`config.mk`:
```
export PLATFORM = sky130hd
export DESIGN_NAME = frame_derandomizer
export DESIGN_NICKNAME = d
export VERILOG_FILES = /design/src/rtl/prbs15_pkg.sv /design/src/rtl/prbs15_lfsr.sv /design/src/rtl/frame_derandomizer.sv
export SDC_FILE = /design/constraint.sdc
export NUM_CORES = 1
export LEC_CHECK = 0
export ABC_CLOCK_PERIOD_IN_PS = 2000
export CAP_MARGIN = 20
export CORE_ASPECT_RATIO = 1.2
export CORE_UTILIZATION = 48
export DETAILED_ROUTE_END_ITERATION = 8
export PLACE_DENSITY = 0.86
export SYNTH_ARGS = -nofsm -noshare
export SYNTH_HDL_FRONTEND = slang
export SYNTH_SLANG_ARGS = --single-unit
```
`constraint.sdc`:
```
create_clock -name clk -period 2 [get_ports clk]
set_input_delay 0.3 -clock clk [delete_from_list [all_inputs] [get_ports clk]]
set_output_delay 0.3 -clock clk [all_outputs]
set_load 0.02 [all_outputs]
```
`src/rtl/prbs15_pkg.sv`:
```
// Shared PRBS15 (x^15 + x^14 + 1) definitions for the randomizer and derandomizer.
// Latency: n/a (types, constants and a combinational step function only).
// Backpressure: n/a.
// Contents: LFSR width, feedback taps, default frame seed, lfsr_t, FSM state type,
//           and prbs15_step(), the single-bit advance used by both link ends.
package prbs15_pkg;

    localparam int LFSR_W = 15;
    localparam int TAP_A  = 0;
    localparam int TAP_B  = 1;

    typedef logic [LFSR_W-1:0] lfsr_t;

    localparam lfsr_t DEFAULT_SEED = 15'h4A80;

    typedef enum logic {
        ST_IDLE = 1'b0,
        ST_RUN  = 1'b1
    } derand_state_t;

    // Key bit is always lfsr[14]; the register shifts toward bit 0 and the
    // feedback enters at the top.
    function automatic lfsr_t prbs15_step(input lfsr_t s);
        return {s[TAP_A] ^ s[TAP_B], s[LFSR_W-1:1]};
    endfunction

endpackage

```
`src/rtl/prbs15_lfsr.sv`:
```
// PRBS15 keystream register: parallel load or single-step advance.
// Latency: state_o updates one cycle after load_i/step_i.
// Backpressure: none; holds its value whenever neither load_i nor step_i is set.
// Ports: clk, reset (sync, active-low), load_i/load_val_i (load wins over step),
//        step_i (advance one bit), state_o (current register contents).
module prbs15_lfsr
    import prbs15_pkg::*;
(
    input  logic  clk,
    input  logic  reset,
    input  logic  load_i,
    input  lfsr_t load_val_i,
    input  logic  step_i,
    output lfsr_t state_o
);

    lfsr_t lfsr_q;
    lfsr_t lfsr_d;

    always_comb begin
        lfsr_d = lfsr_q;
        if (load_i) begin
            lfsr_d = load_val_i;
        end else if (step_i) begin
            lfsr_d = prbs15_step(lfsr_q);
        end
    end

    always_ff @(posedge clk) begin
        if (!reset) begin
            lfsr_q <= '0;
        end else begin
            lfsr_q <= lfsr_d;
        end
    end

    assign state_o = lfsr_q;

endmodule

```
`src/rtl/frame_derandomizer.sv`:
```
// Frame-oriented PRBS15 bit derandomizer; keystream reseeded at every start-of-frame.
// Latency: 1 cycle from accepted input bit to registered output bit; 1 bit/clk throughput.
// Backpressure: in_ready = !out_valid | out_ready; a stalled output freezes lfsr and counter.
// Ports: clk, reset (sync, active-low); seed_in/seed_load (next-frame seed);
//        in_valid/in_ready/in_bit/in_sof (scrambled stream);
//        out_valid/out_ready/out_bit/out_eof (clear stream); sof_err (framing error pulse).
module frame_derandomizer
    import prbs15_pkg::*;
#(
    parameter int FRAME_BITS = 64,
    parameter int CNT_W      = $clog2(FRAME_BITS + 1)
) (
    input  logic              clk,
    input  logic              reset,
    input  logic [LFSR_W-1:0] seed_in,
    input  logic              seed_load,
    input  logic              in_valid,
    output logic              in_ready,
    input  logic              in_bit,
    input  logic              in_sof,
    output logic              out_valid,
    input  logic              out_ready,
    output logic              out_bit,
    output logic              out_eof,
    output logic              sof_err
);

    derand_state_t state_q, state_d;
    logic [CNT_W-1:0] cnt_q, cnt_d;
    lfsr_t            seed_q, seed_d;
    logic             out_valid_q, out_valid_d;
    logic             out_bit_q, out_bit_d;
    logic             out_eof_q, out_eof_d;
    logic             sof_err_q, sof_err_d;

    lfsr_t            lfsr_state;
    logic             lfsr_load;
    logic             lfsr_step;
    logic             accept;
    logic [CNT_W-1:0] cnt_inc;

    prbs15_lfsr u_lfsr (
        .clk        (clk),
        .reset      (reset),
        .load_i     (lfsr_load),
        .load_val_i (prbs15_step(seed_q)),
        .step_i     (lfsr_step),
        .state_o    (lfsr_state)
    );

    assign in_ready = !out_valid_q || out_ready;
    assign accept   = in_valid && in_ready;
    assign cnt_inc  = cnt_q + CNT_W'(1);

    // A new seed only takes effect at the next sof: seed_q feeds the LFSR
    // solely on sof acceptance, and an sof in the same cycle still sees the
    // registered (old) value.
    always_comb begin
        seed_d = seed_q;
        if (seed_load) begin
            seed_d = seed_in;
        end
    end

    always_comb begin
        state_d     = state_q;
        cnt_d       = cnt_q;
        out_valid_d = out_valid_q && !out_ready;
        out_bit_d   = out_bit_q;
        out_eof_d   = out_eof_q;
        sof_err_d   = 1'b0;
        lfsr_load   = 1'b0;
        lfsr_step   = 1'b0;

        if (accept) begin
            if (in_sof) begin
                // sof always starts a frame; mid-frame it also abandons the
                // current one without an eof. FRAME_BITS >= 2, so a sof bit
                // can never also be the last bit.
                sof_err_d   = (state_q == ST_RUN);
                state_d     = ST_RUN;
                cnt_d       = CNT_W'(1);
                out_valid_d = 1'b1;
                out_bit_d   = in_bit ^ seed_q[LFSR_W-1];
                out_eof_d   = 1'b0;
                lfsr_load   = 1'b1;
            end else if (state_q == ST_RUN) begin
                out_valid_d = 1'b1;
                out_bit_d   = in_bit ^ lfsr_state[LFSR_W-1];
                lfsr_step   = 1'b1;
                if (cnt_inc == CNT_W'(FRAME_BITS)) begin
                    out_eof_d = 1'b1;
                    state_d   = ST_IDLE;
                    cnt_d     = '0;
                end else begin
                    out_eof_d = 1'b0;
                    cnt_d     = cnt_inc;
                end
            end else begin
                // Unframed bit while idle: dropped, flagged.
                sof_err_d = 1'b1;
            end
        end
    end

    always_ff @(posedge clk) begin
        if (!reset) begin
            state_q     <= ST_IDLE;
            cnt_q       <= '0;
            seed_q      <= DEFAULT_SEED;
            out_valid_q <= 1'b0;
            out_bit_q   <= 1'b0;
            out_eof_q   <= 1'b0;
            sof_err_q   <= 1'b0;
        end else begin
            state_q     <= state_d;
            cnt_q       <= cnt_d;
            seed_q      <= seed_d;
            out_valid_q <= out_valid_d;
            out_bit_q   <= out_bit_d;
            out_eof_q   <= out_eof_d;
            sof_err_q   <= sof_err_d;
        end
    end

    assign out_valid = out_valid_q;
    assign out_bit   = out_bit_q;
    assign out_eof   = out_eof_q;
    assign sof_err   = sof_err_q;

endmodule
```
==> summary.txt <==
Critical path
  – Crit. End Element: output pin
  – WP data arrival: 1.58 ns
  – Worst flop-to-flop path endpoint: out_eof
  – R2R depth: 5
  – Critical Path Start Type: input pin
  – Critical Path, Cell by Cell: clkdlybuf4s50_1 > nor2b_1 > inv_1 > clkdlybuf4s50_1
  – Top delay family on crit path: buffers and inverters
  – Worst Path Buf+Inv: 3
  – Critical Path Max Stage Delay: 0.63 ns
  – CP Max Fanout: 5
  – Critical path type: in -> out
  – R2r setup slk: 0.18 ns
  – Worst path depth: 4
  – CP dominant cell by count: clkdlybuf4s50_1
  – CP max-delay cell: clkdlybuf4s50_1
  – Reg2reg start: cnt_q[1]
  – Worst Path Required: 1.70 ns

STA
  – Total Neg Setup Slack: 0 ns
  – Slew margin rel.: 0.6402
  – Fin. Hold Viols: 0
  – Final Max Tran Viols: 0
  – Fmax: 0.5311 GHz
  – Hold Slack: 0.4768 ns
  – Final period util: 0.9415
  – Worst-margin pin slew: 0.5391 ns
  – Final Setup Violations: 0
  – Clk_skew: 0.005331 ns
  – Period minus WS final: 1.883 ns
  – RSZ-0062 raised after global routing: no

GRT
  – Initial antenna violation count: 0
  – Pin count of the biggest net entering global routing: 26
  – Total gr overflow: 0
  – Total Routing Usage GR: 0.2152
  – Global-route wire length before repair: 6879 µm
  – Vias in the first global route: 1637

Floorplan
  – Initial core utilization: 0.5129
  – Height of the chip: 70.82 µm
  – Die area: 4203 µm²
  – Core ar.: 3694 µm²
  – IO Count: 27
  – Die Wd: 59.35 µm
  – Row cnt: 24

Power
  – Max IR drop VDD: 359.3 µV
  – Pwr Density: 726.1 nW/µm²
  – Leakage power: 0.9202 nW

Clock network
  – Post-cts resize count: 0
  – Worst-Skew Late Latency: 0.29 ns
  – H-tree depth: 2
  – Total clock sinks: 42
  – Reg clk slew, reported paths: 0.08 ns
  – CTS Hold Bufs: 0
  – Root Driver: clkbuf_8
  – Maximum clock path buffer count: 2
  – Total CTS buffers: 5
  – TritonCTS clock tree: done
  – Postcts setup bufs: 0

Worst hold path
  – Hold endpoint: out_eof
  – Worst hold path depth: 2
  – Hold_sp: out_eof
  – Hold crit path type: reg -> reg

Finish
  – Layout cells sized above 1: 0.08846
  – Ant. Diodes: 0
  – Most common cell after layout, fill and taps aside: dfxtp_1
  – Final core area utilization: 0.6297
  – Commonest cells after routing, fill and taps aside: dfxtp_1 (42), nor2_1 (32), o21ai_0 (30), nand2_1 (27), clkdlybuf4s50_1 (26)
  – Synth-to-Final Area Change: 22.79%
  – Design Area, Final: 2326 µm²
  – Final nets: 286
  – Non-filler cells, final: 312

Synth
  – Cell variety after synth: 39
  – Sequential share of the synthesized area: 0.4439
  – Post-Synthesis Cell Area: 1894 µm²
  – Top FF cell, synth: dfxtp_1
  – Post-synthesis register bit count: 42
  – Mapped Cells: 232
  – Number of warning messages in the yosys log: 0
  – Avg Cell Area, Syn: 8.165 µm²
  – EDFF count, synth: 0
  – Post-synth ARST share: 0
  – Post-Syn Nets: 257

Place
  – Detailed Place HPWL: 2764 µm
  – # port buffers: 26
  – Post-DP Area: 2243 µm²
  – GPL Wtd Cong: 0.8346
  – Placed Cells: 306

Drt
  – WL per Instance: 12.88 µm
  – Post-route ant nets: 0
  – Drt first pass iters: 4
  – Starting DRT DRC Count: 90
  – Via count: 1710
  – Drt drc: 0
  – Routed WL: 4017 µm
  – DR vias/cell: 5.481

Run
  – Max-Cap Viols: 0

Outcome
  – Outcome: complete, no violations
==> report_power, final <==
group          total (mW)  switching [mW]  internal (mW)
logic               0.241           0.121          0.119
clock network       0.536           0.270          0.266
registers           0.912          0.0281          0.884
==> flip-flops by register name, summed over array words and instances, names as in the netlist <==
name,cells
seed_q,15
u_lfsr.state_o,15
cnt_q,7
out_bit,1
out_eof,1
out_valid,1
sof_err,1
state_q,1
==> worst max path at each step <==
| stage | startpoint | end | slack, ns |
|---|---|---|---|
| after floorplan | in_sof | out_eof | 0.06 |
| after global placement | in_sof | out_eof | 0.10 |
| after detailed placement | in_sof | out_eof | 0.07 |
| after CTS | out_ready | in_ready | 0.12 |
| after global routing | out_ready | in_ready | 0.05 |
| final | out_ready | in_ready | 0.12 |
==> stage by stage <==
step / power [mW] / setup WS (ns)
3_5_place_dp: 1.170 / 0.07089
5_1_grt: 1.775 / 0.04902
3_3_place_gp: 1.160 / 0.1043
2_1_floorplan: 1.070 / 0.05944
6_report: 1.689 / 0.1169
4_1_cts: 1.699 / 0.1209
==> routing by layer <==
layer  share of wire  up-vias  wire length [µm]  GRT usage
li1                -      862                 -          -
met1            0.44      795              1757     0.2451
met2            0.50       46              2015     0.3658
met3           0.045        7               182    0.06033
met4           0.015        0                61    0.09524
met5               0        -                 0          0
==> layout make-up <==
cell class / instances / area (µm²)
fill: 329 / 1368
tap: 52 / 65.06
multi-input combinational: 168 / 968.4
timing repair buffer: 37 / 342.8
clock buffer: 6 / 82.58
inverter: 7 / 26.28
sequential: 42 / 840.8
==> worst register-to-register path: stages (launching register included) <==
cell and delay [ns]:
dfxtp_1 0.45, ha_1 0.32, nand4_1 0.13, or4_4 0.45, a211o_1 0.28, a21oi_2 0.13
==> synth_stat cells, types with 3 or more instances <==
library cell / number / share of area
a21oi_1: 20 / 0.053
o21ai_0: 30 / 0.079
nand2_1: 27 / 0.054
inv_1: 6 / 0.012
mux2i_1: 16 / 0.085
ha_1: 3 / 0.020
nor2_1: 32 / 0.063
nand2b_1: 3 / 0.0099
nand3_1: 5 / 0.013
dfxtp_1: 42 / 0.44
clkbuf_1: 11 / 0.022
xnor2_1: 3 / 0.014
==> logic make-up (layout without fill, tap and decap cells) <==
logic type | count (synthesis) | count (layout) | synth area share
AOI/OAI and AO/OA | 65 | 65 | 0.1962
xor gates and xnor gates | 3 | 3 | 0.01387
adders and majority gates | 3 | 3 | 0.01982
buffers and inverters | 22 | 50 | 0.04491
DFF | 42 | 42 | 0.4439
muxes | 16 | 16 | 0.08454
and+or+nand+nor | 81 | 81 | 0.1968
No activity file was read; power rests on OpenSTA's default activity.
